**src/rtl/fetch_unit.sv**
```systemverilog
// Instruction fetch stage: owns the PC, runs a req/ack program-memory read on the
// control unit's fetch state, and resolves conditional jumps on its jump state.
module fetch_unit #(
  parameter int ADDR_W   = 8,
  parameter int DATA_W   = 16,
  parameter int RESET_PC = 0,
  parameter int WAIT_MAX = 15,
  parameter logic [3:0] ST_FETCH_PC = 4'd1,
  parameter logic [3:0] ST_JMP      = 4'd7,
  parameter logic [4:0] OP_JMP = 5'h0C,
  parameter logic [4:0] OP_JZ  = 5'h0D,
  parameter logic [4:0] OP_JNZ = 5'h0E,
  parameter logic [4:0] OP_JC  = 5'h0F,
  parameter logic [4:0] OP_JNC = 5'h10
) (
  input  logic              clk,
  input  logic              reset_cycle,
  input  logic [3:0]        state,
  input  logic [4:0]        opcode,
  input  logic              zero_flag,
  input  logic              carry_flag,
  output logic [ADDR_W-1:0] mem_addr,
  output logic              mem_req,
  input  logic              mem_ack,
  input  logic [DATA_W-1:0] mem_rdata,
  output logic [DATA_W-1:0] instruction,
  output logic [ADDR_W-1:0] pc,
  output logic              fetch_valid,
  output logic              jump_taken,
  output logic              busy,
  output logic              fetch_err
);

  localparam logic [ADDR_W-1:0] LP_RESET_PC = ADDR_W'(RESET_PC);
  localparam logic [7:0]        LP_WAIT_MAX = 8'(WAIT_MAX);

  typedef enum logic [1:0] {S_IDLE, S_REQ, S_ERR} fsm_t;

  fsm_t              r_fsm, w_fsm_nxt;
  logic [7:0]        r_wait_cnt, w_wait_cnt_nxt;
  logic [ADDR_W-1:0] r_pc, w_pc_nxt;
  logic [ADDR_W-1:0] r_mem_addr, w_mem_addr_nxt;
  logic [DATA_W-1:0] r_instr, w_instr_nxt;
  logic              r_mem_req, w_mem_req_nxt;
  logic              r_fetch_valid, w_fetch_valid_nxt;
  logic              r_jump_taken, w_jump_taken_nxt;
  logic              r_fetch_err, w_fetch_err_nxt;
  logic              w_taken;
  logic              w_timeout;

  always_comb begin
    case (opcode)
      OP_JMP:  w_taken = 1'b1;
      OP_JZ:   w_taken = zero_flag;
      OP_JNZ:  w_taken = ~zero_flag;
      OP_JC:   w_taken = carry_flag;
      OP_JNC:  w_taken = ~carry_flag;
      default: w_taken = 1'b0;
    endcase
  end

  // Count reaches WAIT_MAX on the edge that would be the WAIT_MAX-th miss.
  assign w_timeout = ((r_wait_cnt + 8'd1) == LP_WAIT_MAX);

  always_ff @(posedge clk or posedge reset_cycle) begin
    if (reset_cycle) r_fsm <= S_IDLE;
    else             r_fsm <= w_fsm_nxt;
  end

  always_comb begin
    w_fsm_nxt = r_fsm;
    case (r_fsm)
      S_IDLE:  if (state == ST_FETCH_PC) w_fsm_nxt = S_REQ;
      S_REQ: begin
        if (mem_ack)        w_fsm_nxt = S_IDLE;
        else if (w_timeout) w_fsm_nxt = S_ERR;
      end
      S_ERR:   w_fsm_nxt = S_ERR;
      default: w_fsm_nxt = S_IDLE;
    endcase
  end

  always_comb begin
    w_pc_nxt          = r_pc;
    w_mem_addr_nxt    = r_mem_addr;
    w_instr_nxt       = r_instr;
    w_mem_req_nxt     = r_mem_req;
    w_fetch_err_nxt   = r_fetch_err;
    w_wait_cnt_nxt    = r_wait_cnt;
    w_fetch_valid_nxt = 1'b0;
    w_jump_taken_nxt  = 1'b0;
    case (r_fsm)
      S_IDLE: begin
        if (state == ST_FETCH_PC) begin
          w_mem_addr_nxt = r_pc;
          w_mem_req_nxt  = 1'b1;
          w_wait_cnt_nxt = 8'd0;
        end else if ((state == ST_JMP) && w_taken) begin
          w_pc_nxt         = r_instr[ADDR_W-1:0];
          w_jump_taken_nxt = 1'b1;
        end
      end
      S_REQ: begin
        if (mem_ack) begin
          w_instr_nxt       = mem_rdata;
          w_pc_nxt          = r_pc + ADDR_W'(1);
          w_mem_req_nxt     = 1'b0;
          w_fetch_valid_nxt = 1'b1;
        end else if (w_timeout) begin
          w_mem_req_nxt   = 1'b0;
          w_fetch_err_nxt = 1'b1;
        end else begin
          w_wait_cnt_nxt = r_wait_cnt + 8'd1;
        end
      end
      default: ;
    endcase
  end

  always_ff @(posedge clk or posedge reset_cycle) begin
    if (reset_cycle) begin
      r_pc          <= LP_RESET_PC;
      r_mem_addr    <= '0;
      r_instr       <= '0;
      r_mem_req     <= 1'b0;
      r_fetch_valid <= 1'b0;
      r_jump_taken  <= 1'b0;
      r_fetch_err   <= 1'b0;
      r_wait_cnt    <= 8'd0;
    end else begin
      r_pc          <= w_pc_nxt;
      r_mem_addr    <= w_mem_addr_nxt;
      r_instr       <= w_instr_nxt;
      r_mem_req     <= w_mem_req_nxt;
      r_fetch_valid <= w_fetch_valid_nxt;
      r_jump_taken  <= w_jump_taken_nxt;
      r_fetch_err   <= w_fetch_err_nxt;
      r_wait_cnt    <= w_wait_cnt_nxt;
    end
  end

  assign pc          = r_pc;
  assign mem_addr    = r_mem_addr;
  assign instruction = r_instr;
  assign mem_req     = r_mem_req;
  assign fetch_valid = r_fetch_valid;
  assign jump_taken  = r_jump_taken;
  assign fetch_err   = r_fetch_err;
  assign busy        = (r_fsm == S_REQ);

endmodule

```
**config.mk**
```make
export PLATFORM = sky130hd
export DESIGN_NAME = fetch_unit
export DESIGN_NICKNAME = d
export VERILOG_FILES = /design/src/rtl/fetch_unit.sv
export SDC_FILE = /design/constraint.sdc
export NUM_CORES = 1
export LEC_CHECK = 0
export CAP_MARGIN = 5
export CELL_PAD_IN_SITES_DETAIL_PLACEMENT = 0
export CELL_PAD_IN_SITES_GLOBAL_PLACEMENT = 1
export CORE_ASPECT_RATIO = 2
export CORE_MARGIN = 4
export CORE_UTILIZATION = 38
export DETAILED_ROUTE_END_ITERATION = 7
export PLACE_DENSITY = 0.94
export SYNTH_ARGS = -nofsm -noshare
export SYNTH_HDL_FRONTEND = slang
export SYNTH_SLANG_ARGS = --single-unit
```
**constraint.sdc**
```tcl
create_clock -name clk -period 2.8 [get_ports clk]
set_clock_uncertainty 0.1 [all_clocks]
set_input_delay 0.56 -clock clk [delete_from_list [all_inputs] [get_ports clk]]
set_output_delay 0.56 -clock clk [all_outputs]
set_load 0.01 [all_outputs]
```
==> flow_summary.toml, run 1 <==
[outcome]
status = "complete, no violations"

[global_route]
grtUsageTotal_pct = 15.8
grt_pass1_wl_um = 9520
grt-ovfl-total = 0
antenna_found_initial = 0
grt_max_degree = 27
grt_pass1_vias = 2109

[cts]
cts.clk_slew.worst_paths_ns = 0.06
clockRootBuffer = "clkbuf_16"
cts_tree = "yes"
cts.repair.resized = 0
clk_path_buf_depth = 2
cts_htree_levels = 2
clk_latency_ns = 0.28
cts.sinks = 46
cts_buffers = 5
cts_hold_buffers = 0
post-cts-setup-buffers = 0

[synth]
yosysSeqAreaShare_pct = 50.7
synthXorXnorAreaFrac_pct = 0.385
yosysWarnings = 0
ys_seq_elements = 46
synth_top_family_by_area = "simple AND/OR/NAND/NOR gates"
syn_nets = 252
synthCells = 219
synth_edf_count = 0
synth_adder_area_share_pct = 1.65
syn_area_per_cell_sq_um = 10.4
synth_mux_area_share_pct = 8.37
synth_top_area_cell = "dfrtp_1"
yosys_most_used_dff = "dfrtp_1"
synth_top_area_share_pct = 50.7
async_reset_ff_share_pct = 100
mappedNetlistArea_sq_mm = 0.00227
synth.area.top_cells = "dfrtp_1, mux2_2, nand2_1"
yosys.area_share.simple_pct = 18.4
synthDistinctLibCells = 52
synth_compound_area_share_pct = 16.0

[detailed_routing]
drtPass1Iterations = 4
via_per_inst = 5.50
routed_wl_um = 5580
drc = 0
wl_per_cell_um = 15.9
first_iter_violations = 100
vias = 1935
drt.antenna.violating_nets = 0

[finish]
multi_input_area_sq_mm = 0.00102
fin_cells = 352
area.sequential_sq_mm = 0.00115
fillerInstances = 536
n_antenna_cell = 0
drive_gt1_share_pct = 14.8
fin_nets = 323
layout-area-overhead-vs-synth_pct = 38.7

[floorplanning]
fp-row-count = 39
die_area_sq_mm = 0.00736
ios = 67
die_x_um = 62.7
initial_core_util_pct = 39.5
die_height_um = 117
core-area_sq_mm = 0.00576

[timing]
finalSetupViolCount = 0
rsz0062_at_grt = "no"
relSlewSlack_pct = 67.8
setup_tns_ns = 0
period_share_pct = 81.9
hold_viol = 0
final_max_slew_viol_count = 0
min_period_ns = 2.29
fmax_ghz = 0.436
tightest_slew_ns = 0.483

[worst_setup_path]
slowest_delay_ns = 0.51
path_class = "input port to flop"
cp.arrival_ns = 2.40
path_cells = "clkdlybuf4s50_1 > or4b_4 > a221oi_4 > a31o_4 > a21oi_1 > a21oi_1"
crit_fanout = 15
critPathSlowestCell = "clkdlybuf4s50_1"
worst_ep_required_time_ns = 2.90
endpoint_kind = "flop"
startpoint_type = "input port"
crit_top_cell = "a21oi_1"

[placed_design]
hpwlAfterDp_um = 4320
dpl.cell_count = 344
portBuffers = 66
place.gp.congestion = 0.826

[pwr]
ir_drop_mv = 0.540
power_density_mw_per_mm2 = 768
power_w = 0.00242
p_leak_nw = 1.34

[job]
cap_viol_max_count = 0

[hold_path]
hp-class = "flop to flop"
## stage by stage
stage          hold WS [ns]  worst slack [ns]  utilization [%]  cell area, sq um
2_1_floorplan         0.387             0.730                -              2270
3_3_place_gp          0.359             0.244             52.1              3000
3_5_place_dp          0.366             0.205             52.1              3000
4_1_cts               0.382             0.490             54.7              3150
5_1_grt               0.407             0.294             54.7              3150
6_report              0.378             0.506             54.7              3150
## worst paths after layout
path | depth (start not counted) | slack (ns) | endpoint | start
worst max-delay path | 6 | 0.51 | pc[5] | opcode[4]
worst min-delay path | 2 | 0.38 | mem_addr[6] | mem_addr[6]
worst max register to register | 6 | 0.52 | r_wait_cnt[0] | r_wait_cnt[1]
worst min register to register | 2 | 0.38 | mem_addr[6] | mem_addr[6]
max in group asynchronous | 3 | 1.58 | jump_taken | reset_cycle
min in group asynchronous | 2 | 0.52 | r_wait_cnt[5] | reset_cycle
## cell usage in the layout, fill, tap and decap left out, types with 3 or more instances in the layout
master           instances
nand2_1                 38
a21oi_1                 13
o21ai_0                 12
inv_1                    7
mux2_2                  16
clkbuf_16                5
buf_4                    5
o22ai_1                  3
ha_1                     3
nand4_1                  3
o31ai_1                  5
clkdlybuf4s50_1         66
nand3_1                  8
dfrtp_1                 46
nor2_1                   9
nand2b_1                 4
## state kept, by name (all words and copies together) (netlist names)
register     flops
jump_taken       1
pc               8
fetch_valid      1
fetch_err        1
mem_req          1
r_fsm            2
r_wait_cnt       8
mem_addr         8
instruction     16
## critical path: cells and delay by family
family / cells / cell delay, ns
buf+inv: 1 / 0.51
simple gates: 1 / 0.49
compound gates: 4 / 0.84
## where the power goes
part / switching [W] / total (W) / internal (W)
logic: 0.000322 / 0.000793 / 0.000472
registers: 0.000194 / 0.00103 / 0.000841
clock network: 0.000237 / 0.000591 / 0.000353
## cells by family after synthesis
group / after synthesis
adder cells (fa/ha/maj): 3
XOR/XNOR: 1
multiplexers: 17
AND/OR/NAND/NOR: 84
AO/OA/AOI/OAI: 51
flip-flops: 46
buffers and inverters: 17
## cell usage after synthesis, drive strengths merged (4+ instances only)
cell / number
nor2: 10
buf: 5
mux2: 16
a21oi: 15
o21ai: 13
nand2: 38
o31ai: 5
dfrtp: 46
nand3: 8
inv: 9
nand2b: 4
## area by class of cell
| class | count | share of cell area, % |
|---|---|---|
| inverter | 9 | 1.07 |
| sequential | 46 | 36.5 |
| tap | 61 | 2.42 |
| multi-input combinational | 156 | 32.4 |
| clock buffer | 6 | 4.41 |
| clock inverter | 2 | 0.397 |
| timing repair buffer | 72 | 22.8 |
## metal layers
metal | vias up | part of all wire [%] | wire [um] | GRT usage (%)
met5 | - | 0 | 0 | 0
met4 | 0 | 1.3 | 75 | 6.50
li1 | 925 | - | - | -
met3 | 6 | 4.7 | 265 | 3.25
met2 | 58 | 58 | 3240 | 30.8
met1 | 946 | 36 | 2000 | 15.7
Power figures use the tool's default switching activity.
==> run 2, diff against run 1 <==
- CORE_UTILIZATION: 38 -> 36
- PLACE_DENSITY: 0.94 -> 0.9
- clock period: 2.8 -> 2.3 ns (I/O delays scaled with it)
==> run 2 against run 1 <==
Non-clock buffer count up 6. Highest routed layer unchanged. Setup slack worse by 0.40 ns. Clock power up 22%. Critical endpoint is now pc[6].
==> flow_summary.toml, run 2 (synthesis results as in run 1) <==
[timing]
fmax_ghz = 0.456
relSlewSlack_pct = 72.2
rsz0062_at_grt = "no"
finalSetupViolCount = 0
period_share_pct = 95.4
tightest_slew_ns = 0.416
setup_tns_ns = 0
setup_ws_ns = 0.106
hold_viol = 0
min_period_ns = 2.19
final_max_slew_viol_count = 0

[detailed_routing]
drc = 0
vias = 1911
drtPass1Iterations = 4
wl_per_cell_um = 14.7
via_per_inst = 5.02
first_iter_violations = 79
drt.antenna.violating_nets = 0
routed_wl_um = 5590

[placed_design]
place.gp.congestion = 0.827
portBuffers = 66
placed_cell_area_sq_mm = 0.00307
dp_slack_ns = -0.191
hpwlAfterDp_um = 4370

[cts]
cts.clk_slew.worst_paths_ns = 0.06
cts_hold_buffers = 0
clk_path_buf_depth = 2
cts_htree_levels = 2
clk_latency_ns = 0.29
cts_tree = "yes"
cts.repair.resized = 0
cts.sinks = 46
post-cts-setup-buffers = 0
cts_buffers = 5
clockRootBuffer = "clkbuf_16"

[finish]
n_antenna_cell = 0
largest_register_ffs = 16
fillerInstances = 562
final_common_cell = "clkdlybuf4s50_1"
fin_area_sq_mm = 0.00322
drive_gt1_share_pct = 16.2
fin_nets = 329
final_cell_mix = "clkdlybuf4s50_1, dfrtp_1, nand2_1"
layout-area-overhead-vs-synth_pct = 41.7

[worst_setup_path]
path_class = "input port to flop"
critPathTopFamily = "compound AO/OA/AOI/OAI gates"
crit_fanout = 15
reg2reg_slack_ns = 0.25
crit_top_cell = "a21oi_1"
reg2reg_to = "mem_req"
r2r_cells = 6
endpoint_kind = "flop"
critical_path_buf_inv_count = 1
worst_ep_required_time_ns = 2.41
cp.arrival_ns = 2.31
reg2reg_from = "r_wait_cnt[0]"
cp.depth = 6
critPathSlowestCell = "or4b_4"
path_cells = "clkdlybuf4s50_1 > or4b_4 > a221oi_4 > a31o_4 > a21oi_1 > a21oi_1"
slowest_delay_ns = 0.56
startpoint_type = "input port"

[floorplanning]
core-area_sq_mm = 0.00606
die_height_um = 120
ios = 67
initial_core_util_pct = 37.5
fp-row-count = 40
die_area_sq_mm = 0.00772
die_x_um = 64.2

[hold_path]
hold_start = "mem_addr[4]"
hp-class = "flop to flop"
hold_end = "mem_addr[4]"
worstHoldPathCells = 2

[outcome]
status = "complete, no violations"

[pwr]
power_density_mw_per_mm2 = 916
ir_drop_mv = 0.721
p_leak_nw = 1.37

[global_route]
grtUsageTotal_pct = 15.3
grt_max_degree = 29
grt_pass1_vias = 2046
grt_pass1_wl_um = 9200
grt-ovfl-total = 0
antenna_found_initial = 0

[job]
cap_viol_max_count = 0
run 2: cell types whose count changed in the layout (fill, tap and decap cells not counted):
cell / delta
buf_4: +6
clkbuf_1: +1
clkinvlp_4: -1
run 2: cell type report:
cell class	count	area [sq um]	area share, %
clock buffers	7	143	4.43
clock inverters	1	5.00	0.155
inverters	9	33.8	1.05
multi-input cells	156	1020	31.7
flip-flops and latches	46	1150	35.7
well taps	84	105	3.26
repair buffers	78	763	23.7
run 2: metal layers:
metal	part of all wire (%)	vias to the layer above	global-route usage [%]
li1	-	937	-
met1	35	915	14.5
met2	57	48	29.2
met3	4.6	11	3.81
met4	2.7	0	8.21
met5	0	-	0
run 2: worst max-delay path by stage:
| stage | slack, ns | to | startpoint |
|---|---|---|---|
| finish | 0.11 | pc[6] | opcode[3] |
| global route | 0.02 | pc[3] | opcode[3] |
| CTS | 0.11 | pc[6] | opcode[3] |
| detailed placement | -0.19 | pc[6] | opcode[3] |
| global placement | -0.15 | pc[4] | opcode[3] |
| floorplan | 0.33 | pc[1] | opcode[3] |
run 2: power by group:
part / internal [W] / total [W] / leakage (nW) / switching, W
Sequential: 0.00102 / 0.00124 / 0.576 / 0.000219
Clock: 0.000431 / 0.000722 / 0.0739 / 0.000291
Combinational: 0.000587 / 0.000985 / 0.716 / 0.000398
Total: 0.00204 / 0.00295 / 1.37 / 0.000908
run 2: worst reg2reg max path, delay by kind of cell (launching register included):
| kind | cells | cell delay (ns) |
|---|---|---|
| and+or+nand+nor | 3 | 0.76 |
| adders and majority gates | 1 | 0.24 |
| AOI/OAI and AO/OA | 2 | 0.42 |
| DFF | 1 | 0.43 |
run 2: per-stage QoR:
stage,total power (W),instances,hold slack (ns),utilization [%]
2_1_floorplan,0.00164,219,0.387,-
3_3_place_gp,0.00224,373,0.361,50.7
3_5_place_dp,0.00225,373,0.363,50.7
4_1_cts,0.00299,381,0.378,53.2
5_1_grt,0.00313,381,0.399,53.2
6_report,0.00295,381,0.372,53.2
